### src/rtl/io_bus_arbiter.sv
// Round-robin arbiter with bounded lock for the shared memory-mapped I/O bus.
// Each accepted transaction runs IDLE -> ISSUE -> RESP; read data is returned to the winner.
module io_bus_arbiter #(
  parameter int unsigned NUM_REQ  = 3,
  parameter int unsigned LOCK_MAX = 4
) (
  input  logic                   clk,
  input  logic                   rst_n,
  input  logic [NUM_REQ-1:0]     req_valid,
  input  logic [NUM_REQ-1:0]     req_write,
  input  logic [NUM_REQ-1:0]     req_lock,
  input  logic [NUM_REQ*8-1:0]   req_addr,
  input  logic [NUM_REQ*8-1:0]   req_wdata,
  output logic [NUM_REQ-1:0]     req_ready,
  output logic [NUM_REQ-1:0]     rsp_valid,
  output logic [7:0]             rsp_rdata,
  output logic                   busy,
  output logic                   mem_read,
  output logic                   mem_write,
  output logic [7:0]             io_addr,
  output logic [7:0]             io_wdata,
  input  logic [7:0]             io_rdata
);

  localparam int unsigned GW = (NUM_REQ > 1) ? $clog2(NUM_REQ) : 1;
  localparam int unsigned CW = $clog2(LOCK_MAX + 1);
  localparam logic [GW-1:0] LAST_IDX = GW'(NUM_REQ - 1);

  typedef enum logic [1:0] {
    IDLE  = 2'd0,
    ISSUE = 2'd1,
    RESP  = 2'd2
  } state_t;

  state_t          state_q, state_d;
  logic [GW-1:0]   grant_q, grant_d;
  logic [GW-1:0]   last_grant, last_grant_d;
  logic            lock_hold, lock_hold_d;
  logic [CW-1:0]   lock_cnt, lock_cnt_d;

  logic            mem_read_d, mem_write_d;
  logic [7:0]      io_addr_d, io_wdata_d;
  logic [NUM_REQ-1:0] rsp_valid_d;
  logic [7:0]      rsp_rdata_d;
  logic            busy_d;
  logic [NUM_REQ-1:0] ready_c;

  logic [GW-1:0]   rr_idx, win_idx;
  logic            rr_found, lock_ok;
  int unsigned     cand;

  logic [7:0]      addr_arr  [NUM_REQ];
  logic [7:0]      wdata_arr [NUM_REQ];

  // Split the flat request buses into per-requester bytes.
  for (genvar g = 0; g < NUM_REQ; g++) begin : g_unpack
    assign addr_arr[g]  = req_addr[g*8 +: 8];
    assign wdata_arr[g] = req_wdata[g*8 +: 8];
  end

  // Winner selection: circular search from last_grant+1, overridden by a live lock.
  always_comb begin
    rr_found = 1'b0;
    rr_idx   = '0;
    cand     = 0;
    for (int unsigned i = 1; i <= NUM_REQ; i++) begin
      cand = 32'(last_grant) + i;
      if (cand >= NUM_REQ) cand = cand - NUM_REQ;
      if (!rr_found && req_valid[GW'(cand)]) begin
        rr_found = 1'b1;
        rr_idx   = GW'(cand);
      end
    end
    lock_ok = lock_hold && req_valid[last_grant] && (lock_cnt < CW'(LOCK_MAX));
    win_idx = lock_ok ? last_grant : rr_idx;
  end

  // Next-state and next-output logic.
  always_comb begin
    state_d      = state_q;
    grant_d      = grant_q;
    last_grant_d = last_grant;
    lock_hold_d  = lock_hold;
    lock_cnt_d   = lock_cnt;
    mem_read_d   = 1'b0;
    mem_write_d  = 1'b0;
    io_addr_d    = 8'h00;
    io_wdata_d   = 8'h00;
    rsp_valid_d  = '0;
    rsp_rdata_d  = 8'h00;
    ready_c      = '0;
    unique case (state_q)
      IDLE: begin
        if (|req_valid) begin
          state_d          = ISSUE;
          grant_d          = win_idx;
          ready_c[win_idx] = 1'b1;
          mem_write_d      = req_write[win_idx];
          mem_read_d       = !req_write[win_idx];
          io_addr_d        = addr_arr[win_idx];
          io_wdata_d       = wdata_arr[win_idx];
          lock_hold_d      = req_lock[win_idx];
          lock_cnt_d       = (lock_ok && req_lock[win_idx]) ? lock_cnt + CW'(1) : '0;
        end
      end
      ISSUE: begin
        state_d              = RESP;
        rsp_valid_d[grant_q] = 1'b1;
        rsp_rdata_d          = mem_read ? io_rdata : 8'h00;
      end
      RESP: begin
        state_d      = IDLE;
        last_grant_d = grant_q;
      end
      default: state_d = IDLE;
    endcase
    busy_d = (state_d != IDLE);
  end

  // State, arbitration history and registered outputs.
  always_ff @(posedge clk or negedge rst_n) begin
    if (!rst_n) begin
      state_q    <= IDLE;
      grant_q    <= '0;
      last_grant <= LAST_IDX;
      lock_hold  <= 1'b0;
      lock_cnt   <= '0;
      mem_read   <= 1'b0;
      mem_write  <= 1'b0;
      io_addr    <= 8'h00;
      io_wdata   <= 8'h00;
      rsp_valid  <= '0;
      rsp_rdata  <= 8'h00;
      busy       <= 1'b0;
    end else begin
      state_q    <= state_d;
      grant_q    <= grant_d;
      last_grant <= last_grant_d;
      lock_hold  <= lock_hold_d;
      lock_cnt   <= lock_cnt_d;
      mem_read   <= mem_read_d;
      mem_write  <= mem_write_d;
      io_addr    <= io_addr_d;
      io_wdata   <= io_wdata_d;
      rsp_valid  <= rsp_valid_d;
      rsp_rdata  <= rsp_rdata_d;
      busy       <= busy_d;
    end
  end

  // Accept strobe is a same-cycle decision; held low while reset is asserted.
  assign req_ready = ready_c & {NUM_REQ{rst_n}};

endmodule

### config.mk
export PLATFORM = sky130hd
export DESIGN_NAME = io_bus_arbiter
export DESIGN_NICKNAME = d
export VERILOG_FILES = /design/src/rtl/io_bus_arbiter.sv
export SDC_FILE = /design/constraint.sdc
export NUM_CORES = 1
export LEC_CHECK = 0
export CORE_ASPECT_RATIO = 1.2
export CORE_UTILIZATION = 41
export CTS_BUF_LIST = sky130_fd_sc_hd__clkbuf_16
export DETAILED_ROUTE_END_ITERATION = 12
export PLACE_DENSITY_LB_ADDON = 0.3
export SYNTH_ARGS = -nofsm -noshare
export SYNTH_HDL_FRONTEND = slang
export SYNTH_SLANG_ARGS = --single-unit
export TNS_END_PERCENT = 20
### constraint.sdc
create_clock -name clk -period 5.84 [get_ports clk]
set_input_delay 1.168 -clock clk [delete_from_list [all_inputs] [get_ports clk]]
set_output_delay 1.168 -clock clk [all_outputs]
set_load 0.02 [all_outputs]
==> results.sh, run 1 <==
export IMPL_synth_async_reset_ratio_pct=100
export IMPL_final_util_pct=69.3
export IMPL_critPathLaunch="req_valid[2]"
export IMPL_die_height_um=79.7
export IMPL_clk_pin_slew_ps=60
export IMPL_die_area_um2=5310
export IMPL_vias=1885
export IMPL_power_density_nw_per_um2=491
export IMPL_grt_overflow=0
export IMPL_required_ps=4670
export IMPL_drc=0
export IMPL_hold_path_class="register to register"
export IMPL_seq_area_frac_synth_pct=48.6
export IMPL_tightest_slew_ps=489
export IMPL_grt_first_pass_wirelength_mm=8.53
export IMPL_min_from="lock_cnt[2]$_DFFE_PN0P_"
export IMPL_netSwitchingPower_mw=0.651
export IMPL_hold_viol=0
export IMPL_postCtsSetupBuffers=0
export IMPL_pwr_share_comb_pct=54.2
export IMPL_synth_cell_types=38
export IMPL_crit_fanout=16
export IMPL_grt_max_degree=29
export IMPL_grt_pass1_vias=1868
export IMPL_syn2layout_area_growth_pct=57.9
export IMPL_swShare_pct=40.8
export IMPL_yosys_top_cells_area="dfrtp_1, mux2i_1, a21oi_1"
export IMPL_io_pins=100
export IMPL_setup_violations=0
export IMPL_core_area_um2=4700
export IMPL_power_frac_seq_pct=26.1
export IMPL_grt_setup_unrepaired="no"
export IMPL_drt_wirelength_per_cell_um=14.4
export IMPL_synth_edf_count=0
export IMPL_drive_gt1_share_pct=6.25
export IMPL_drtIter0Drc=117
export IMPL_clock_latency_ps=280
export IMPL_cts_num_sinks=40
export IMPL_antenna_found_initial=0
export IMPL_skew_ps=3.96
export IMPL_cts_buffers=5
export IMPL_outcome="complete, no violations"
export IMPL_r2r_start="last_grant[0]$_DFFE_PN0N_"
export IMPL_final_max_slew_violation_count=0
export IMPL_cp_end_kind="output port"
export IMPL_fmaxAchievable_mhz=206
export IMPL_yosys_warnings=0
export IMPL_max_cap_violations=0
export IMPL_clk_path_buf_depth=2
export IMPL_synth_top_area_cell="dfrtp_1"
export IMPL_max_vdd_ir_drop_mv=0.299
export IMPL_synth_nets=278
export IMPL_path_class="input pin to output port"
export IMPL_fillCellCount=364
export IMPL_final_nets=375
export IMPL_ant_nets=0
export IMPL_syn_area_per_cell_um2=10.0
export IMPL_syn_instance_count=206
export IMPL_synth_commonest_cells="dfrtp_1, a21oi_1, mux2i_1"
export IMPL_grtUsageTotal_pct=21.5
export IMPL_row_count=27
export IMPL_synth_top_area_share_pct=47.4
export IMPL_start_util_pct=43.9
export IMPL_cts_resized_gates=0
export IMPL_internal_power_mw=0.945
export IMPL_fin_crit_ps=4860
export IMPL_arrival_ps=3690
export IMPL_synth_flop_cell="dfrtp_1"
export IMPL_dr_pass1_iters=4
export IMPL_diodes=0
export IMPL_setup_tns_ps=0
export IMPL_cts_max_level=2
export IMPL_p_leak_nw=1.38
export IMPL_relSlewSlack_pct=67.2
export IMPL_die_x_um=66.7
export IMPL_gp_congestion=0.853
export IMPL_period_share_pct=83.2
export IMPL_via_per_inst=5.21
export IMPL_postCtsHoldBufs=0
export IMPL_cp_start_kind="input pin"
export IMPL_tritoncts="yes"
export IMPL_ys_ff_latch=40
export IMPL_dpl_hpwl_mm=3.86
export IMPL_cts_root_buf="clkbuf_16"
export IMPL_synth_area_um2=2060
export IMPL_p_clk_share_pct=19.7
export IMPL_yosysMostFrequentCell="dfrtp_1"
export IMPL_wl_mm=5.20
export IMPL_portBuffers=99
==> cell type report <==
class / instances / area [um2] / share of cell area [%]
clock buffers: 5 / 125 / 3.85
clock inverters: 3 / 46.3 / 1.42
inverters: 6 / 22.5 / 0.692
multi-input cells: 147 / 968 / 29.8
flip-flops and latches: 40 / 1000 / 30.8
well taps: 58 / 72.6 / 2.23
repair buffers: 103 / 1020 / 31.2
==> power groups by stage <==
| stage | registers (mW) | logic (mW) | clock network (mW) |
|---|---|---|---|
| after floorplan | 0.481 | 0.528 | 0 |
| after global placement | 0.419 | 0.851 | 0 |
| after detailed placement | 0.421 | 0.860 | 0 |
| after CTS | 0.417 | 0.871 | 0.318 |
| after global routing | 0.428 | 0.944 | 0.332 |
| final | 0.416 | 0.865 | 0.315 |
==> critical path, cell delays in order <==
cell and delay [ps]:
clkdlybuf4s50_1 670, nor3_1 100, or3_1 530, inv_1 330, nand2_1 100, nor2_1 160, clkdlybuf4s50_1 640
==> through the flow <==
step                hold slack [ps]  total power, mW  instance area (um2)  worst slack (ps)  cells
floorplan                       451             1.01                 2060              2140    206
global placement                469             1.27                 3080              1050    354
detailed placement              474             1.28                 3080              1010    354
CTS                             497             1.61                 3250              1000    362
global route                    540             1.70                 3250               861    362
finish                          492             1.60                 3250               982    362
==> cells in the final DEF (no fill, tap or decap), drive strengths merged, types with 2 or more instances in the layout <==
cell type / instances
dfrtp: 39
and3: 8
nand2b: 7
and4: 2
nand3b: 2
nor2b: 3
inv: 7
a21oi: 24
buf: 5
or3: 2
o31ai: 3
ha: 5
nor2: 8
a31oi: 2
nand3: 4
mux2i: 21
nor3: 5
clkdlybuf4s50: 98
o21ai: 24
nand2: 13
nor3b: 2
clkbuf: 5
==> metal layers <==
metal  global-route usage, %  wire, um
met3                    9.57       474
met1                    23.7      1990
met2                    36.9      2690
met4                    5.53        46
met5                       0         0
==> flip-flops by register name (all words and copies together) (netlist names) <==
signal / flops
io_addr: 8
io_wdata: 8
rsp_rdata: 8
lock_cnt: 3
rsp_valid: 3
grant_q: 2
last_grant: 2
state_q: 2
busy: 1
lock_hold: 1
mem_read: 1
mem_write: 1
==> cells by family after synthesis <==
group | Yosys count | share of synthesized area, %
simple gates | 59 | 15.9
buf+inv | 19 | 4.74
mux | 22 | 10.7
flops | 40 | 48.6
compound gates | 61 | 16.9
fa+ha+maj | 5 | 3.04
==> final timing paths <==
path,to,slack [ps],depth (start not counted)
max,req_ready[2],980,7
min reg2reg,lock_cnt[2]$_DFFE_PN0P_,490,2
min in group asynchronous,io_addr[0]$_DFF_PN0_,800,1
max reg2reg,lock_cnt[1]$_DFFE_PN0P_,2910,9
max in group asynchronous,last_grant[1]$_DFFE_PN1N_,4330,2
min,lock_cnt[2]$_DFFE_PN0P_,490,2
Power figures use the tool's default switching activity.
==> inputs of run 2 (changes only) <==
==> constraint.sdc (replaced) <==
create_clock -name clk -period 4.8 [get_ports clk]
set_input_delay 0.96 -clock clk [delete_from_list [all_inputs] [get_ports clk]]
set_output_delay 0.96 -clock clk [all_outputs]
set_load 0.02 [all_outputs]
==> run 2 against run 1 <==
Against the previous run:
- routed wire length is 2.7% higher
- setup slack worse by 550 ps
- die area stayed put
- register-to-register slack worse by 1000 ps
- cell count is 0.55% higher
- critical path depth is 1 higher
- largest power group unchanged
==> results.sh, run 2 (same netlist as run 1, synthesis figures left out) <==
export IMPL_io_pins=100
export IMPL_tritoncts="yes"
export IMPL_power_density_nw_per_um2=598
export IMPL_die_height_um=79.7
export IMPL_postCtsSetupBuffers=0
export IMPL_required_ps=3840
export IMPL_drtIter0Drc=110
export IMPL_dpl_hpwl_mm=4.02
export IMPL_clk_path_buf_depth=2
export IMPL_r2r_start="last_grant[0]$_DFFE_PN0N_"
export IMPL_core_area_um2=4700
export IMPL_via_per_inst=5.34
export IMPL_p_clk_share_pct=19.6
export IMPL_crit_chain="clkdlybuf4s50_1 > nor2b_1 > a22oi_1 > o22ai_1 > a21oi_1 > mux2i_1 > and4_1 > clkdlybuf4s50_1"
export IMPL_grt_first_pass_wirelength_mm=8.73
export IMPL_path_class="input pin to output port"
export IMPL_netSwitchingPower_mw=0.791
export IMPL_grt_max_degree=32
export IMPL_cpMostUsedCell="clkdlybuf4s50_1"
export IMPL_postCtsHoldBufs=0
export IMPL_fillCellCount=372
export IMPL_rrSetupSlack_ps=1900
export IMPL_cts_root_buf="clkbuf_16"
export IMPL_wl_met2_mm=2.79
export IMPL_r2r_end="lock_hold$_DFFE_PN0P_"
export IMPL_hold_ws_ps=519
export IMPL_crit_fanout=10
export IMPL_p_leak_nw=1.39
export IMPL_dr_pass1_iters=4
export IMPL_antenna_found_initial=0
export IMPL_die_area_um2=5310
export IMPL_hold_viol=0
export IMPL_clk_pin_slew_ps=60
export IMPL_final_nets=377
export IMPL_final_max_slew_violation_count=0
export IMPL_swShare_pct=40.5
export IMPL_die_x_um=66.7
export IMPL_tightest_slew_ps=643
export IMPL_arrival_ps=3400
export IMPL_top_layer="met4"
export IMPL_hold_path_class="register to register"
export IMPL_syn2layout_area_growth_pct=58.6
export IMPL_drt_wirelength_per_cell_um=14.7
export IMPL_portBuffers=99
export IMPL_fin_crit_ps=4360
export IMPL_outcome="complete, no violations"
export IMPL_skew_ps=4.47
export IMPL_worst_slack_ps=437
export IMPL_layout_common_cells="clkdlybuf4s50_1, dfrtp_1, a21oi_1, mux2i_1, o21ai_0"
export IMPL_wl_mm=5.34
export IMPL_setup_tns_ps=0
export IMPL_gp_congestion=0.918
export IMPL_internal_power_mw=1.16
export IMPL_slowest_delay_ps=680
export IMPL_cp_slowest_cell="clkdlybuf4s50_1"
export IMPL_diodes=0
export IMPL_p_total_mw=1.95
export IMPL_cp_end_kind="output port"
export IMPL_max_vdd_ir_drop_mv=0.342
export IMPL_period_share_pct=90.9
export IMPL_grtUsageTotal_pct=22.2
export IMPL_met3_length_um=458
export IMPL_drc=0
export IMPL_start_util_pct=43.9
export IMPL_clock_latency_ps=280
export IMPL_vias=1942
export IMPL_grt_setup_unrepaired="no"
export IMPL_path_delay_family="buffers and inverters"
export IMPL_critPathLaunch="req_valid[2]"
export IMPL_final_common_cell="clkdlybuf4s50_1"
export IMPL_cts_num_sinks=40
export IMPL_cp_depth=8
export IMPL_fmaxAchievable_mhz=229
export IMPL_max_cap_violations=0
export IMPL_drive_gt1_share_pct=6.86
export IMPL_grt_overflow=0
export IMPL_relSlewSlack_pct=57.1
export IMPL_biggestRegsByFlops="io_addr: 8 flops, io_wdata: 8 flops, rsp_rdata: 8 flops"
export IMPL_power_frac_seq_pct=26.0
export IMPL_ant_nets=0
export IMPL_dp_slack_ps=476
export IMPL_row_count=27
export IMPL_setup_violations=0
export IMPL_cp_endpoint="req_ready[0]"
export IMPL_met1Wirelength_mm=1.99
export IMPL_cts_resized_gates=0
export IMPL_grt_pass1_vias=1921
export IMPL_cts_buffers=5
export IMPL_rr_worst_depth=9
export IMPL_pwr_share_comb_pct=54.4
export IMPL_cp_start_kind="input pin"
export IMPL_path_buf_inv=2
export IMPL_cts_max_level=2
## run 2: cell types whose count changed in the layout (fill, tap and decap cells not counted), sizes merged
cell	previous run	this run
buf	5	7
## run 2: how the worst min path moves through the flow
stage	slack, ps	cells after the start	end	from
final	520	1	rsp_valid[2]$_DFF_PN0_	grant_q[0]$_DFFE_PN0P_
after global routing	530	2	lock_cnt[1]$_DFFE_PN0P_	lock_cnt[1]$_DFFE_PN0P_
after CTS	520	1	rsp_valid[2]$_DFF_PN0_	grant_q[0]$_DFFE_PN0P_
after detailed placement	500	2	lock_cnt[2]$_DFFE_PN0P_	lock_cnt[2]$_DFFE_PN0P_
after global placement	470	2	lock_cnt[2]$_DFFE_PN0P_	lock_cnt[2]$_DFFE_PN0P_
after floorplan	450	2	lock_cnt[2]$_DFFE_PN0P_	lock_cnt[2]$_DFFE_PN0P_
## run 2: final cells by class
| class | instances | area, um2 | area share [%] |
|---|---|---|---|
| Clock buffer | 5 | 125 | 3.83 |
| Sequential cell | 40 | 1000 | 30.7 |
| Timing Repair Buffer | 105 | 1030 | 31.5 |
| Tap cell | 58 | 72.6 | 2.22 |
| Inverter | 6 | 22.5 | 0.689 |
| Multi-Input combinational cell | 147 | 968 | 29.6 |
| Clock inverter | 3 | 46.3 | 1.42 |
## run 2: per-layer routing
layer  up-vias  track usage (%)
met5         -                0
met4         0             7.87
met3         9             9.14
met2        86             38.4
met1       908             23.8
li1        939                -
## run 2: power by group through the flow
stage	logic [mW]	clock network, mW	registers [mW]
2_1_floorplan	0.643	0	0.585
3_3_place_gp	1.04	0	0.508
3_5_place_dp	1.06	0	0.513
4_1_cts	1.07	0.387	0.508
5_1_grt	1.16	0.404	0.521
6_report	1.06	0.382	0.508
## run 2: through the flow
step / cell area (um2) / std cells / util, %
floorplan: 2060 / 206 / -
global placement: 3100 / 356 / 65.9
detailed placement: 3100 / 356 / 65.9
finish: 3270 / 364 / 69.6
CTS: 3270 / 364 / 69.6
global route: 3270 / 364 / 69.6
